==> src/rtl/calcu16_pkg.sv <==
// Shared widths, fetch FSM state and queue entry type for the calcu16 front end.
package calcu16_pkg;

  localparam int INSTR_W = 26;
  localparam int DATA_W  = 16;
  localparam int ADDR_W  = 16;

  typedef enum logic [1:0] {
    ST_IDLE  = 2'd0,
    ST_FETCH = 2'd1,
    ST_DRAIN = 2'd2
  } fetch_state_e;

  typedef struct packed {
    logic [ADDR_W-1:0]  pc;
    logic [INSTR_W-1:0] instr;
  } fetch_entry_t;

  // Sequential fetch address; wraps from the top of the address space to zero.
  function automatic logic [ADDR_W-1:0] pc_incr(input logic [ADDR_W-1:0] pc);
    return pc + ADDR_W'(1);
  endfunction

endpackage

==> src/rtl/fetch_queue.sv <==
// Two-entry instruction queue of {pc, instr}; flush empties it in a single cycle.
module fetch_queue
  import calcu16_pkg::*;
#(
  parameter int DEPTH = 2
) (
  input  logic         clk,
  input  logic         reset,
  input  logic         flush,
  input  logic         push,
  input  fetch_entry_t pushEntry,
  input  logic         pop,
  output logic         headValid,
  output fetch_entry_t head,
  output logic [1:0]   count
);

  localparam logic [1:0] FULL = 2'(DEPTH);

  fetch_entry_t slots [2];
  logic         wrPtr;
  logic         rdPtr;
  logic         pushEn;
  logic         popEn;

  assign headValid = (count != 2'd0);
  assign popEn     = pop & headValid;
  // A full queue still accepts a push when the head leaves in the same cycle.
  assign pushEn    = push & ((count != FULL) | popEn);
  assign head      = slots[rdPtr];

  always_ff @(posedge clk) begin
    if (reset || flush) begin
      wrPtr <= 1'b0;
      rdPtr <= 1'b0;
      count <= 2'd0;
    end else begin
      if (pushEn) wrPtr <= ~wrPtr;
      if (popEn)  rdPtr <= ~rdPtr;
      unique case ({pushEn, popEn})
        2'b10:   count <= count + 2'd1;
        2'b01:   count <= count - 2'd1;
        default: count <= count;
      endcase
    end
  end

  always_ff @(posedge clk) begin
    if (pushEn) slots[wrPtr] <= pushEntry;
  end

endmodule

==> src/rtl/fetch_unit.sv <==
// Instruction fetch front end: single-outstanding memory requester feeding a
// two-entry instruction queue, with branch redirect and in-flight discard.
module fetch_unit
  import calcu16_pkg::*;
#(
  parameter logic [ADDR_W-1:0] RESET_PC = 16'h0000,
  parameter int                DEPTH    = 2
) (
  input  logic               clk,
  input  logic               reset,
  output logic               memReq,
  output logic [ADDR_W-1:0]  memAddr,
  input  logic               memAck,
  input  logic [INSTR_W-1:0] memData,
  output logic               instrValid,
  output logic [INSTR_W-1:0] instrOut,
  output logic [ADDR_W-1:0]  instrPc,
  input  logic               instrReady,
  input  logic               redirect,
  input  logic [ADDR_W-1:0]  redirectPc
);

  fetch_state_e      state;
  logic              reqReg;
  logic [ADDR_W-1:0] addrReg;
  logic [ADDR_W-1:0] fetchPc;

  logic              headValid;
  fetch_entry_t      head;
  fetch_entry_t      pushEntry;
  logic [1:0]        count;

  logic              accept;
  logic              push;
  logic              pop;
  logic              flush;
  logic [2:0]        occAfter;
  logic              roomAfter;

  assign accept    = memAck & reqReg;
  assign pop       = headValid & instrReady;
  assign push      = accept & (state == ST_FETCH) & ~redirect;
  assign flush     = redirect & (state != ST_DRAIN);
  assign pushEntry = '{pc: fetchPc, instr: memData};

  // Occupancy at the end of this cycle, crediting a same-cycle pop as free space.
  assign occAfter  = 3'(count) + 3'(push) - 3'(pop);
  assign roomAfter = (occAfter < 3'(DEPTH));

  fetch_queue #(
    .DEPTH(DEPTH)
  ) u_queue (
    .clk       (clk),
    .reset     (reset),
    .flush     (flush),
    .push      (push),
    .pushEntry (pushEntry),
    .pop       (pop),
    .headValid (headValid),
    .head      (head),
    .count     (count)
  );

  // Reset primes the first request so it is on the bus in the first cycle
  // reset is low; the output gating below keeps it invisible while reset=1.
  always_ff @(posedge clk) begin
    if (reset) begin
      state   <= ST_FETCH;
      reqReg  <= 1'b1;
      addrReg <= RESET_PC;
      fetchPc <= RESET_PC;
    end else begin
      unique case (state)
        ST_IDLE: begin
          if (redirect) begin
            fetchPc <= redirectPc;
            addrReg <= redirectPc;
            reqReg  <= 1'b1;
            state   <= ST_FETCH;
          end else if (roomAfter) begin
            addrReg <= fetchPc;
            reqReg  <= 1'b1;
            state   <= ST_FETCH;
          end
        end
        ST_FETCH: begin
          if (redirect) begin
            fetchPc <= redirectPc;
            if (memAck) addrReg <= redirectPc;
            else        state   <= ST_DRAIN;
          end else if (memAck) begin
            fetchPc <= pc_incr(fetchPc);
            addrReg <= pc_incr(fetchPc);
            if (!roomAfter) begin
              reqReg <= 1'b0;
              state  <= ST_IDLE;
            end
          end
        end
        ST_DRAIN: begin
          // The old request must complete; its data is dropped on arrival.
          if (redirect) fetchPc <= redirectPc;
          if (memAck) begin
            addrReg <= redirect ? redirectPc : fetchPc;
            state   <= ST_FETCH;
          end
        end
        default: begin
          reqReg <= 1'b0;
          state  <= ST_IDLE;
        end
      endcase
    end
  end

  assign memReq     = reqReg & ~reset;
  assign memAddr    = reset ? RESET_PC : addrReg;
  assign instrValid = headValid;
  assign instrOut   = headValid ? head.instr : '0;
  assign instrPc    = headValid ? head.pc : '0;

endmodule

==> config.mk <==
export PLATFORM = sky130hd
export DESIGN_NAME = fetch_unit
export DESIGN_NICKNAME = d
export VERILOG_FILES = /design/src/rtl/calcu16_pkg.sv /design/src/rtl/fetch_queue.sv /design/src/rtl/fetch_unit.sv
export SDC_FILE = /design/constraint.sdc
export NUM_CORES = 1
export LEC_CHECK = 0
export ABC_AREA = 0
export CORE_ASPECT_RATIO = 1.1
export CORE_MARGIN = 2
export CORE_UTILIZATION = 47
export DETAILED_ROUTE_END_ITERATION = 10
export PLACE_DENSITY_LB_ADDON = 0.15
export SYNTH_ARGS = -nofsm -noshare
export SYNTH_HDL_FRONTEND = slang
export SYNTH_SLANG_ARGS = --single-unit
==> constraint.sdc <==
create_clock -name clk -period 3.3 [get_ports clk]
set_input_delay 0.495 -clock clk [delete_from_list [all_inputs] [get_ports clk]]
set_output_delay 0.495 -clock clk [all_outputs]
set_load 0.01 [all_outputs]
==> impl_metrics.py <==
metrics = {
    "cts": {
        "hold_buffers": 0,
        "cts_tree": "done",
        "cts_max_level": 4,
        "post-cts-setup-buffers": 0,
        "cts.sinks": 124,
        "clk_latency_ps": 410,
        "cts_buffers": 17,
        "clock_path_buffers": 2,
        "postCtsResizedCells": 0,
        "clkTransAtPathRegs_ps": 60,
        "cts-root-buf": "clkbuf_16",
    },
    "global_routing": {
        "grt.total_usage": 0.208,
        "grt_overflow": 0,
        "antenna_found_initial": 0,
        "grt_pass1_vias": 4211,
        "grt_max_degree": 49,
        "grt_first_pass_wirelength_um": 21200,
    },
    "worst_setup_path": {
        "timing.critical_path.from": "instrReady",
        "crit_arrival_ps": 3000,
        "r2r_end": "addrReg[7]",
        "worstPathMaxFanout": 10,
        "critical_path_class": "in -> reg",
        "reg2reg_slack_ps": 620,
        "reg2reg_depth": 10,
        "required_ps": 3580,
        "setup.worst_path.end": "addrReg[7]",
        "end_kind": "flip-flop",
        "r2r-start": "u_queue.count[1]",
        "cp-start-kind": "input port",
    },
    "run": {
        "drv_cap": 0,
    },
    "die": {
        "io_pins": 107,
        "rows": 42,
        "dieWidth_um": 110,
        "die_h_um": 121,
        "dieArea_sq_mm": 0.0132,
        "start_util": 0.482,
        "core_sq_mm": 0.0120,
    },
    "pwr": {
        "ir_worst_vdd_uv": 347,
        "p_comb_frac": 0.115,
        "leakagePower_nw": 2.62,
        "netSwitchingFraction": 0.229,
        "p_sw_mw": 0.960,
        "clkPwrFrac": 0.453,
        "pwr_density_cell_mw_per_mm2": 544,
        "power_mw": 4.20,
        "seq_power_share": 0.432,
        "p_int_mw": 3.24,
    },
    "synth": {
        "yosysTopAreaCell": "edfxtp_1",
        "synthCells": 526,
        "synth_ff_type": "edfxtp_1",
        "syn-cell-area_sq_mm": 0.00580,
        "synth_area_per_cell_sq_um": 11.0,
        "async_flop_share": 0,
        "synth_seq_cells": 124,
        "ys_top_cells_by_area": "edfxtp_1 43%, dfxtp_1 14%, mux2i_1 7.8%, nor2_1 5.5%, nor2b_1 2.4%",
        "synth_edf_count": 84,
        "synth_fp_nets": 577,
        "yosysSeqAreaShare": 0.573,
        "yosys_warnings": 0,
        "synth.top_cell.area_share": 0.435,
        "yosysUniqueCellTypes": 64,
    },
    "finish": {
        "finalInstanceArea_sq_mm": 0.00772,
        "diodes": 0,
        "num-fill-cells": 982,
        "fin_nets": 688,
        "drive_above_1_share": 0.0955,
        "syn_to_final_growth_pct": 33.1,
    },
    "sta": {
        "worstMarginPinSlew_ps": 1010,
        "finalSetupViolCount": 0,
        "fin_hold_ws_ps": 460,
        "fin_crit_sh": 0.822,
        "hold_viol_final": 0,
        "max_freq_mhz": 369,
        "fin_skew_ps": 8.10,
        "final.setup.tns_ps": 0,
        "setup_ws_ps": 587,
        "drv_slew": 0,
        "period_minus_slack_ps": 2710,
        "max_slew_margin": 0.318,
        "rsz0062_at_grt": "no",
    },
    "detailed_routing": {
        "dr.first_iter.drc_count": 561,
        "ant_nets": 0,
        "vias": 4489,
        "vias_per_cell": 5.59,
        "drtPass1Iterations": 7,
        "drt-total-wl_um": 13300,
        "drc_errors": 0,
        "wl_per_cell_um": 16.5,
    },
    "placement": {
        "pre_cts_ws_ps": 148,
        "gp_congestion": 0.876,
        "io_buffers": 106,
        "post-dp-hpwl_um": 8910,
        "postPlaceCellArea_sq_mm": 0.00712,
    },
    "status": {
        "status": "complete, no violations",
    },
    "hold_path": {
        "min_path_type": "reg -> reg",
    },
}
[power by group through the flow]
stage	Combinational [mW]	Sequential, mW	Clock (mW)
6_report	0.483	1.81	1.90
5_1_grt	0.526	1.82	2.00
4_1_cts	0.483	1.81	1.93
3_5_place_dp	0.480	1.84	0
3_3_place_gp	0.471	1.84	0
2_1_floorplan	0.286	1.81	0
[layout by cell type, fill, tap and decap left out, types with 8 or more instances in the layout]
cell / synthesis / final
nor3_1: 11 / 11
mux2i_1: 45 / 45
o22ai_1: 9 / 9
o21ai_0: 12 / 12
clkbuf_16: 0 / 17
buf_4: 2 / 19
clkdlybuf4s50_1: 0 / 106
edfxtp_1: 84 / 84
dfxtp_1: 40 / 39
nand2_1: 30 / 30
xnor2_1: 10 / 10
nor2_1: 85 / 82
nand3_1: 8 / 8
a21oi_1: 19 / 19
nor2b_1: 22 / 22
[routing by layer]
layer | wire length (um) | up-vias | track usage
li1 | - | 2159 | -
met1 | 5650 | 2110 | 0.275
met2 | 6430 | 202 | 0.334
met3 | 925 | 18 | 0.0404
met4 | 242 | 0 | 0.0847
met5 | 0 | - | 0
[final cells by class]
cell class | instances | area (sq um) | share of cell area
sequential | 124 | 3320 | 0.431
multi-input combinational | 358 | 2310 | 0.299
timing repair buffer | 128 | 1260 | 0.164
clock buffer | 18 | 429 | 0.0556
tap | 154 | 193 | 0.0250
clock inverter | 13 | 174 | 0.0225
inverter | 8 | 30.0 | 0.00389
[Yosys cell counts (3+ instances only)]
library cell,instances
a211o_1,4
a211oi_1,7
a21o_1,4
a21oi_1,19
a22o_1,5
a22oi_1,6
a31oi_1,6
buf_1,4
buf_2,16
clkbuf_1,13
dfxtp_1,40
edfxtp_1,84
ha_1,3
inv_1,7
mux2i_1,45
nand2_1,30
nand2b_1,7
nand3_1,8
nand3b_1,3
nand4_1,6
nor2_1,85
nor2b_1,22
nor3_1,11
nor4_1,4
o21ai_0,12
o22ai_1,9
o31ai_1,4
xnor2_1,10
xor2_1,6
[sequential cells by signal, indices dropped and copies added (netlist names), named ones only]
register       count
u_queue.slots     84
fetchPc           16
reqReg             1
addrReg           16
u_queue.rdPtr      1
u_queue.wrPtr      1
state              2
u_queue.count      2
[critical path, cell delays in order]
cell and delay (ps):
clkdlybuf4s50_1 470, nor2b_1 180, ha_1 240, nand3b_1 170, fa_1 380, xnor2_1 180
nand4_1 170, and2_1 300, a221oi_1 290, a211oi_1 120
[logic make-up after synthesis]
group / Yosys count / share of synthesized area
XOR/XNOR: 16 / 0.0242
AO/OA/AOI/OAI: 99 / 0.119
buffers and inverters: 44 / 0.0334
AND/OR/NAND/NOR: 193 / 0.162
multiplexers: 46 / 0.0796
flip-flops: 124 / 0.573
adder cells (fa/ha/maj): 4 / 0.00992
[worst min-delay path by stage]
stage,endpoint,start,depth (start not counted)
finish,addrReg[0],addrReg[0],2
global route,addrReg[1],addrReg[1],2
CTS,addrReg[0],addrReg[0],2
detailed placement,addrReg[0],addrReg[0],2
global placement,addrReg[0],addrReg[0],2
floorplan,u_queue.slots[0][33],fetchPc[7],0
[stage by stage]
| stage | util | cells |
|---|---|---|
| final | 0.642 | 803 |
| after global routing | 0.642 | 803 |
| after CTS | 0.642 | 803 |
| after detailed placement | 0.591 | 772 |
| after global placement | 0.591 | 772 |
| after floorplan | - | 526 |
Note: power is estimated with default switching activity, not from simulation.
